--- src/rtl/bn_requant.sv ---
// -----------------------------------------------------------------------------
// bn_requant -- per-channel batch-norm / requantization stage.
//
// Takes a channel-interleaved stream of signed accumulators (16 fractional
// bits). Each element is multiplied by a per-channel Q8.8 scale, rounded half-up
// to 8 fractional bits, offset by a per-channel Q8.8 bias and saturated to a
// signed 16-bit Q8.8 result. Three register stages, valid/ready on both sides.
//
// Parameters
//   dataWidth  output width (Q8.8 signed, 16)
//   ACC_WIDTH  input accumulator width (signed, 16 fractional bits)
//   NUM_CH     number of channels / coefficient table depth (>= 2)
//
// Ports
//   clk, rst              clock, synchronous active-high reset
//   in_valid/in_ready     input handshake
//   in_data, in_last      accumulator, end-of-tile marker (resyncs channel)
//   out_valid/out_ready   output handshake
//   out_data, out_last    Q8.8 result, in_last delayed with its element
//   coef_we, coef_addr    coefficient write strobe and channel
//   coef_scale, coef_bias Q8.8 scale and bias written on coef_we
//
// Build option
//   BN_FUSED_RELU6_EN  when defined the output clamp becomes [0.0, 6.0]
//                      (ReLU6 fused); otherwise full signed Q8.8 saturation.
// -----------------------------------------------------------------------------
module bn_requant #(
  parameter int dataWidth = 16,
  parameter int ACC_WIDTH = 32,
  parameter int NUM_CH    = 16
) (
  input  logic                        clk,
  input  logic                        rst,
  input  logic                        in_valid,
  output logic                        in_ready,
  input  logic [ACC_WIDTH-1:0]        in_data,
  input  logic                        in_last,
  output logic                        out_valid,
  input  logic                        out_ready,
  output logic [dataWidth-1:0]        out_data,
  output logic                        out_last,
  input  logic                        coef_we,
  input  logic [$clog2(NUM_CH)-1:0]   coef_addr,
  input  logic [15:0]                 coef_scale,
  input  logic [15:0]                 coef_bias
);

  localparam int CW = $clog2(NUM_CH);
  localparam int PW = ACC_WIDTH + 16;  // product width, 24 fractional bits
  localparam int SW = ACC_WIDTH + 1;   // rounded sum width, 8 fractional bits
  localparam logic [CW-1:0] CH_MAX = CW'(NUM_CH - 1);

`ifdef BN_FUSED_RELU6_EN
  localparam logic signed [SW-1:0] SAT_HI = SW'(32'sd1536);  // 6.0 in Q8.8
  localparam logic signed [SW-1:0] SAT_LO = SW'(32'sd0);
`else
  localparam logic signed [SW-1:0] SAT_HI = SW'((64'sd1 <<< (dataWidth - 1)) - 64'sd1);
  localparam logic signed [SW-1:0] SAT_LO = SW'(-(64'sd1 <<< (dataWidth - 1)));
`endif

  logic [CW-1:0]            ch_r;
  logic signed [15:0]       scale_r [NUM_CH];
  logic signed [15:0]       bias_r  [NUM_CH];

  logic                     en_s;
  logic                     accept_s;
  logic signed [PW-1:0]     prod_s;
  logic signed [PW-1:0]     rnd_full_s;
  logic signed [SW-1:0]     sum_s;
  logic [dataWidth-1:0]     sat_s;
  logic                     unused_rnd_s;

  logic                     v1_r;
  logic                     last1_r;
  logic signed [PW-1:0]     prod1_r;
  logic signed [15:0]       bias1_r;
  logic                     v2_r;
  logic                     last2_r;
  logic signed [SW-1:0]     sum2_r;
  logic                     out_valid_r;
  logic [dataWidth-1:0]     out_data_r;
  logic                     out_last_r;

  // The whole pipeline advances together; the only stall source is downstream.
  assign en_s      = !out_valid_r || out_ready;
  assign accept_s  = in_valid && en_s;
  assign in_ready  = en_s;
  assign out_valid = out_valid_r;
  assign out_data  = out_data_r;
  assign out_last  = out_last_r;

  // Coefficient table: reset to unity scale / zero bias, out-of-range writes dropped.
  always_ff @(posedge clk) begin
    if (rst) begin
      for (int i = 0; i < NUM_CH; i++) begin
        scale_r[i] <= 16'sh0100;
        bias_r[i]  <= 16'sh0000;
      end
    end else if (coef_we && ({{(32-CW){1'b0}}, coef_addr} < 32'(NUM_CH))) begin
      scale_r[coef_addr] <= coef_scale;
      bias_r[coef_addr]  <= coef_bias;
    end
  end

  // Channel counter: advances per accepted element, in_last forces channel 0.
  always_ff @(posedge clk) begin
    if (rst) begin
      ch_r <= {CW{1'b0}};
    end else if (accept_s) begin
      if (in_last || (ch_r == CH_MAX)) begin
        ch_r <= {CW{1'b0}};
      end else begin
        ch_r <= ch_r + CW'(1'b1);
      end
    end
  end

  // Stage-1 multiply and stage-2 round/bias arithmetic. The table is read
  // before the write edge, so a same-cycle write to this channel is not seen.
  always_comb begin
    prod_s       = $signed({{16{in_data[ACC_WIDTH-1]}}, in_data})
                 * $signed({{ACC_WIDTH{scale_r[ch_r][15]}}, scale_r[ch_r]});
    rnd_full_s   = prod1_r + $signed({{(PW-16){1'b0}}, 16'h8000});
    // Bits [PW-1:16] are the half-up rounded value with 8 fractional bits.
    sum_s        = $signed({rnd_full_s[PW-1], rnd_full_s[PW-1:16]})
                 + $signed({{(SW-16){bias1_r[15]}}, bias1_r});
    unused_rnd_s = ^rnd_full_s[15:0];
  end

  // Stage-3 clamp of the registered sum to the output range.
  always_comb begin
    sat_s = sum2_r[dataWidth-1:0];
    if (sum2_r > SAT_HI) begin
      sat_s = SAT_HI[dataWidth-1:0];
    end else if (sum2_r < SAT_LO) begin
      sat_s = SAT_LO[dataWidth-1:0];
    end else begin
      sat_s = sum2_r[dataWidth-1:0];
    end
  end

  // Pipeline registers; everything (valid bits included) holds when stalled.
  always_ff @(posedge clk) begin
    if (rst) begin
      v1_r        <= 1'b0;
      last1_r     <= 1'b0;
      prod1_r     <= {PW{1'b0}};
      bias1_r     <= 16'sh0000;
      v2_r        <= 1'b0;
      last2_r     <= 1'b0;
      sum2_r      <= {SW{1'b0}};
      out_valid_r <= 1'b0;
      out_data_r  <= {dataWidth{1'b0}};
      out_last_r  <= 1'b0;
    end else if (en_s) begin
      v1_r <= in_valid;
      if (in_valid) begin
        prod1_r <= prod_s;
        bias1_r <= bias_r[ch_r];
        last1_r <= in_last;
      end
      v2_r <= v1_r;
      if (v1_r) begin
        sum2_r  <= sum_s;
        last2_r <= last1_r;
      end
      out_valid_r <= v2_r;
      out_last_r  <= v2_r && last2_r;
      if (v2_r) begin
        out_data_r <= sat_s;
      end
    end
  end

endmodule

--- config.mk ---
export PLATFORM = sky130hd
export DESIGN_NAME = bn_requant
export DESIGN_NICKNAME = d
export VERILOG_FILES = /design/src/rtl/bn_requant.sv
export SDC_FILE = /design/constraint.sdc
export NUM_CORES = 2
export LEC_CHECK = 0
export ABC_AREA = 1
export CAP_MARGIN = 20
export CORE_AREA = 5 5 312 314
export DETAILED_ROUTE_END_ITERATION = 8
export DIE_AREA = 0 0 317 319
export GPL_TIMING_DRIVEN = 1
export HOLD_SLACK_MARGIN = 0.15
export PLACE_DENSITY = 0.66
export REMOVE_ABC_BUFFERS = 1
export SETUP_SLACK_MARGIN = 0.5
export SLEW_MARGIN = 25
export SYNTH_ARGS = -nofsm -noshare
export SYNTH_HDL_FRONTEND = slang
export SYNTH_SLANG_ARGS = --single-unit
--- constraint.sdc ---
create_clock -name clk -period 11.9 [get_ports clk]
set_input_delay 3.57 -clock clk [delete_from_list [all_inputs] [get_ports clk]]
set_output_delay 3.57 -clock clk [all_outputs]
set_load 0.02 [all_outputs]
# Yosys cells after proc, flatten, opt, wreduce, memory -nomap -nowiden
# Memories as Yosys holds them, arrays and structs flattened. A register that Yosys moved wholly into a read port is not among the register bits.
# Cells that the tools add are included.
# W data, S select, Z words.
word_totals:
  memories: 2
  romBits: 0
  output_inout_bits: 19
  register_bits: 107
  latchBits: 0
  wordCells: 45
  mem_bits_rw: 512
mem_list:
  columns: ["memory", "words", "word_bits", "read_ports", "rd_ports_with_merged_regs", "write_ports", "line", "text"]
  rows:
  - ["bias_r", 16, 16, 1, 1, 16, "63", "logic signed [15:0] bias_r [NUM_CH];"]
  - ["scale_r", 16, 16, 1, 1, 16, "62", "logic signed [15:0] scale_r [NUM_CH];"]
op_classes:
  mux: 16
  bitwise: 0
  magnitude_cmp: 2
  n_div: 0
  shift: 0
  addsub: 3
  mul: 1
  eq_ne: 1
  reduce_logical: 10
ops:
  columns: ["cell", "count"]
  rows:
  - ["$mux W16", 4]
  - ["$add A48 B17 Y48 const B", 1]
  - ["$mul A32 B16 Y48", 1]
  - ["$add A32 B16 Y33", 1]
  - ["$gt A33 B16 Y1 const B", 1]
  - ["$lt A33 B16 Y1 const B", 1]
  - ["$reduce_or A16 Y1", 2]
  - ["$mux W4", 5]
  - ["$mux W1", 7]
  - ["$reduce_and A2 Y1", 3]
  - ["$add A4 B1 Y4 const B", 1]
  - ["$eq A4 B4 Y1 const B", 1]
  - ["$logic_and A1 B1 Y1", 2]
  - ["$logic_or A1 B1 Y1", 2]
  - ["$logic_not A1 Y1", 1]

# Longest topological paths before layout
depth:
  depth_word: 5
  depth_mapped: 37

# Least setup slack after synthesis
# OpenSTA, ideal clock, no wires.
synth_path:
  path_type: "input to register"
  startpoint: "input port in_data[31]"
  endpoint: "register prod1_r[44]"
  slack_ps: 3076
  t_arrival_ps: 8750
  cell_stages: 21
  required_ps: 11826
  path_buffers: 1
  cell_sequence: "inv_1 > clkbuf_1 > nor2_1 > fa_1 > inv_1 > fa_1 > inv_1 > fa_1 > fa_1 > fa_1 > inv_1 > fa_1 > inv_1 > ha_1 > a21oi_1 > o21ai_0 > a21oi_1 > nor2_1 > a2111oi_0 > nand3_1 > a31oi_1"
synth_via:
  elab_chain_cells: 1
synth_rtl:
  columns: ["item", "line", "text"]
  rows:
  - ["start: declaration", "36", "input logic [ACC_WIDTH-1:0] in_data,"]
  - ["$mul A32 B16 Y48", "122", "* $signed({{ACC_WIDTH{scale_r[ch_r][15]}}, scale_r[ch_r]});"]
  - ["end signal: assignment", "147", "prod1_r <= {PW{1'b0}};"]
  - ["end signal: assignment", "158", "prod1_r <= prod_s;"]
  - ["end: declaration", "75", "logic signed [PW-1:0] prod1_r;"]
# Every way passes these cells.
# A chain may end at the register's enable or synchronous reset.

# Final worst setup path
layout_path:
  startpoint: "input port in_data[31]"
  endpoint: "register prod1_r[47]"
# Same word-level chain as after synthesis.

==> flow_summary.toml <==
[final_layout]
nFillCells = 8728
syn2layout_area_growth_pct = 8.70
layout_common_cells = "1187 x nor2_1, 886 x inv_1, 648 x nand2_1"
multiInputGateArea_mm2 = 0.0246
drive_gt1_frac = 0.0400
fin_nets = 5935
final_common_cell = "nor2_1"
register_area_mm2 = 0.0176

[outcome]
outcome = "finished, final reports clean"

[yosys]
synth_seq_cells = 624
synthSimpleGateAreaFrac = 0.170
syn_inst = 5286
synth_xor_area_frac = 0.0135
synth_top_family_by_area = "adder cells"
synth_edf_count = 512
synth_ff_type = "edfxtp_1"
synthAdderAreaFrac = 0.247
ys_seq_area_frac = 0.378
synthTopCellsByArea = "edfxtp_1 33%, fa_1 21%, nor2_1 9.6%"
synth_cell_types = 52
synth_top_area_share = 0.330
synth_compound_area_frac = 0.0950
syn_area_mm2 = 0.0466
asyncSetResetFlopFracSynth = 0
synth_top_area_cell = "edfxtp_1"
syn_avg_cell_area_um2 = 8.83
synth_mux_area_frac = 0
yosys_warnings = 0

[global_routing]
grt_use_met3 = 0.0352
antenna_found_initial = 2
grt_overflow = 0
grtUsageMet1 = 0.349
grt_pass1_vias = 37000
grt_usage = 0.269
grt-busiest-layer = "met2"
grt_start_max_net_pins = 98
met2_usage = 0.462
grt_pass1_wl_um = 210000

[clock_network]
cts_tree = "built"
cts_setup_buffers = 0
path_clk_slew_ns = 0.06
worstSkewPairLatency_ns = 0.63
cts_resized = 0
cts.path.max_buffers = 3
clock-sinks = 624
cts.htree.levels = 3
cts-root-buf = "clkbuf_16"
holdBufCountCts = 0
cts_inserted_buffers = 66

[floorplan]
die_width_um = 317
initial_core_util = 0.495
die_h_um = 319
pin_count = 93
rows = 113
die-area_mm2 = 0.101
coreArea_mm2 = 0.0943

[sta]
slew_headroom = 0.314
clock_skew_ns = 0.0571
rsz0062_at_grt = "false"
worst_slew_pin_slew_ns = 1.03
timing.final.crit_share = 0.823
setup_viol = 0
max_clock_freq_mhz = 102
fin_setup_tns_ns = 0
post-route-min-period_ns = 9.79
hold_viol = 0
slew_viol_final = 0

[critical_path]
worst-path-buf-inv = 3
cp.required_ns = 12.39
crit_chain = "clkdlybuf4s50_1, inv_1, nor2_1, fa_1, fa_1, fa_1, fa_1, fa_1, fa_1, ha_1, nand2_1, nor2_1, inv_1, nor3_1, nand2_1, o2111ai_1, a31oi_1, nand3_1, nand2_1, nor2_1, nor2_1"
rr_worst_depth = 25
cpLargestDelayFamily = "adder cells"
path_max_fanout = 11
cpMaxStageDelayCell = "fa_1"
crit_cells = 21
start_kind = "primary input"
critPathArrivalTime_ns = 10.28
cp-end-kind = "register"
cp_slowest_stage_delay_ns = 0.90
crit_type = "in -> reg"
cp_common_cell = "fa_1"

[detailed_routing]
drt_wl_total_um = 136000
drtIter0Drc = 3614
drc = 0
via_per_inst = 5.59
ant_nets = 0
vias = 36600
wl_per_cell_um = 20.8
drtPass1Iterations = 5

[place]
hpwl_um = 91100
port_buffers = 92
place_congestion = 0.954

[run]
max-cap-violations = 0

[hold_path]
holdCritPathClass = "reg -> reg"
min_path_cells = 2
-- cell type report --
| type | instances | share of cell area |
|---|---|---|
| Multi-Input combinational cell | 3475 | 0.486 |
| Sequential cell | 624 | 0.348 |
| Inverter | 906 | 0.0671 |
| Clock buffer | 84 | 0.0345 |
| Tap cell | 1265 | 0.0312 |
| Timing Repair Buffer | 157 | 0.0281 |
| Clock inverter | 34 | 0.00577 |
| Antenna cell | 1 | 0.0000493 |
-- registers in the layout, summed over array words and instances (netlist names), 4 cells and up, named ones only --
register,flops
bias1_r,16
bias_r,256
sum2_r,33
ch_r,4
out_data,16
prod1_r,33
scale_r,256
-- worst reg2reg max path, stage by stage, from the launching register on --
cell and delay, ns:
dfxtp_4 0.71, buf_4 0.77, o21ai_0 0.27, o221ai_1 0.27
o211ai_1 0.16, nand2_1 0.44, clkinv_1 0.95, nor2_1 0.45
fa_1 0.49, fa_1 0.57, fa_1 0.46, fa_1 0.48
fa_1 0.50, inv_1 0.05, fa_1 0.49, inv_1 0.05
ha_1 0.36, a21o_1 0.22, a31oi_1 0.36, o21ai_0 0.19
a311oi_1 0.24, nand2_1 0.19, a21oi_1 0.26, nor2_1 0.06
nor2_1 0.11, nor2_1 0.04
-- layer usage --
| metal | routed length [µm] | part of all wire |
|---|---|---|
| met1 | 52900 | 0.39 |
| met2 | 66300 | 0.49 |
| met3 | 10800 | 0.079 |
| met4 | 5900 | 0.043 |
| met5 | 12 | 0.000088 |
-- per-stage QoR --
step	utilization	instance area, µm²	hold slack, ns	worst slack [ns]	instances
final	0.538	50700	0.468	2.11	6546
after floorplan	-	45600	0.435	2.28	5005
after global routing	0.538	50700	0.504	1.68	6546
after CTS	0.537	50700	0.472	2.19	6544
after global placement	0.515	48600	0.453	1.58	6426
after detailed placement	0.516	48600	0.463	1.57	6426
-- cell families after synthesis --
| kind of cell | count (synthesis) |
|---|---|
| AND/OR/NAND/NOR | 2017 |
| buffers and inverters | 1187 |
| AO/OA/AOI/OAI | 755 |
| adder cells (fa/ha/maj) | 631 |
| flip-flops | 624 |
| XOR/XNOR | 72 |
-- path summary, 6_finish.rpt --
kind | endpoint | slack, ns | startpoint
hold reg to reg | out_last | 0.47 | out_last
hold / removal | out_last | 0.47 | out_last
setup / recovery | prod1_r[47] | 2.11 | in_data[31]
setup reg to reg | prod1_r[42] | 2.65 | register
-- cells in the mapped netlist, drive strengths merged (12+ instances only) --
cell	number
o21ai	364
a41oi	16
o221ai	67
xnor2	20
dfxtp	112
nand4	12
xor2	52
a31oi	22
inv	899
edfxtp	512
o22ai	59
clkbuf	241
a21oi	138
buf	40
ha	145
fa	486
nor3	23
nor4	14
o211ai	49
nand2	670
nor2	1190
nand3	100
Power is left out: the tool's default activity adds up to more than one toggle a clock period on the data nets, which glitch-free logic cannot reach.
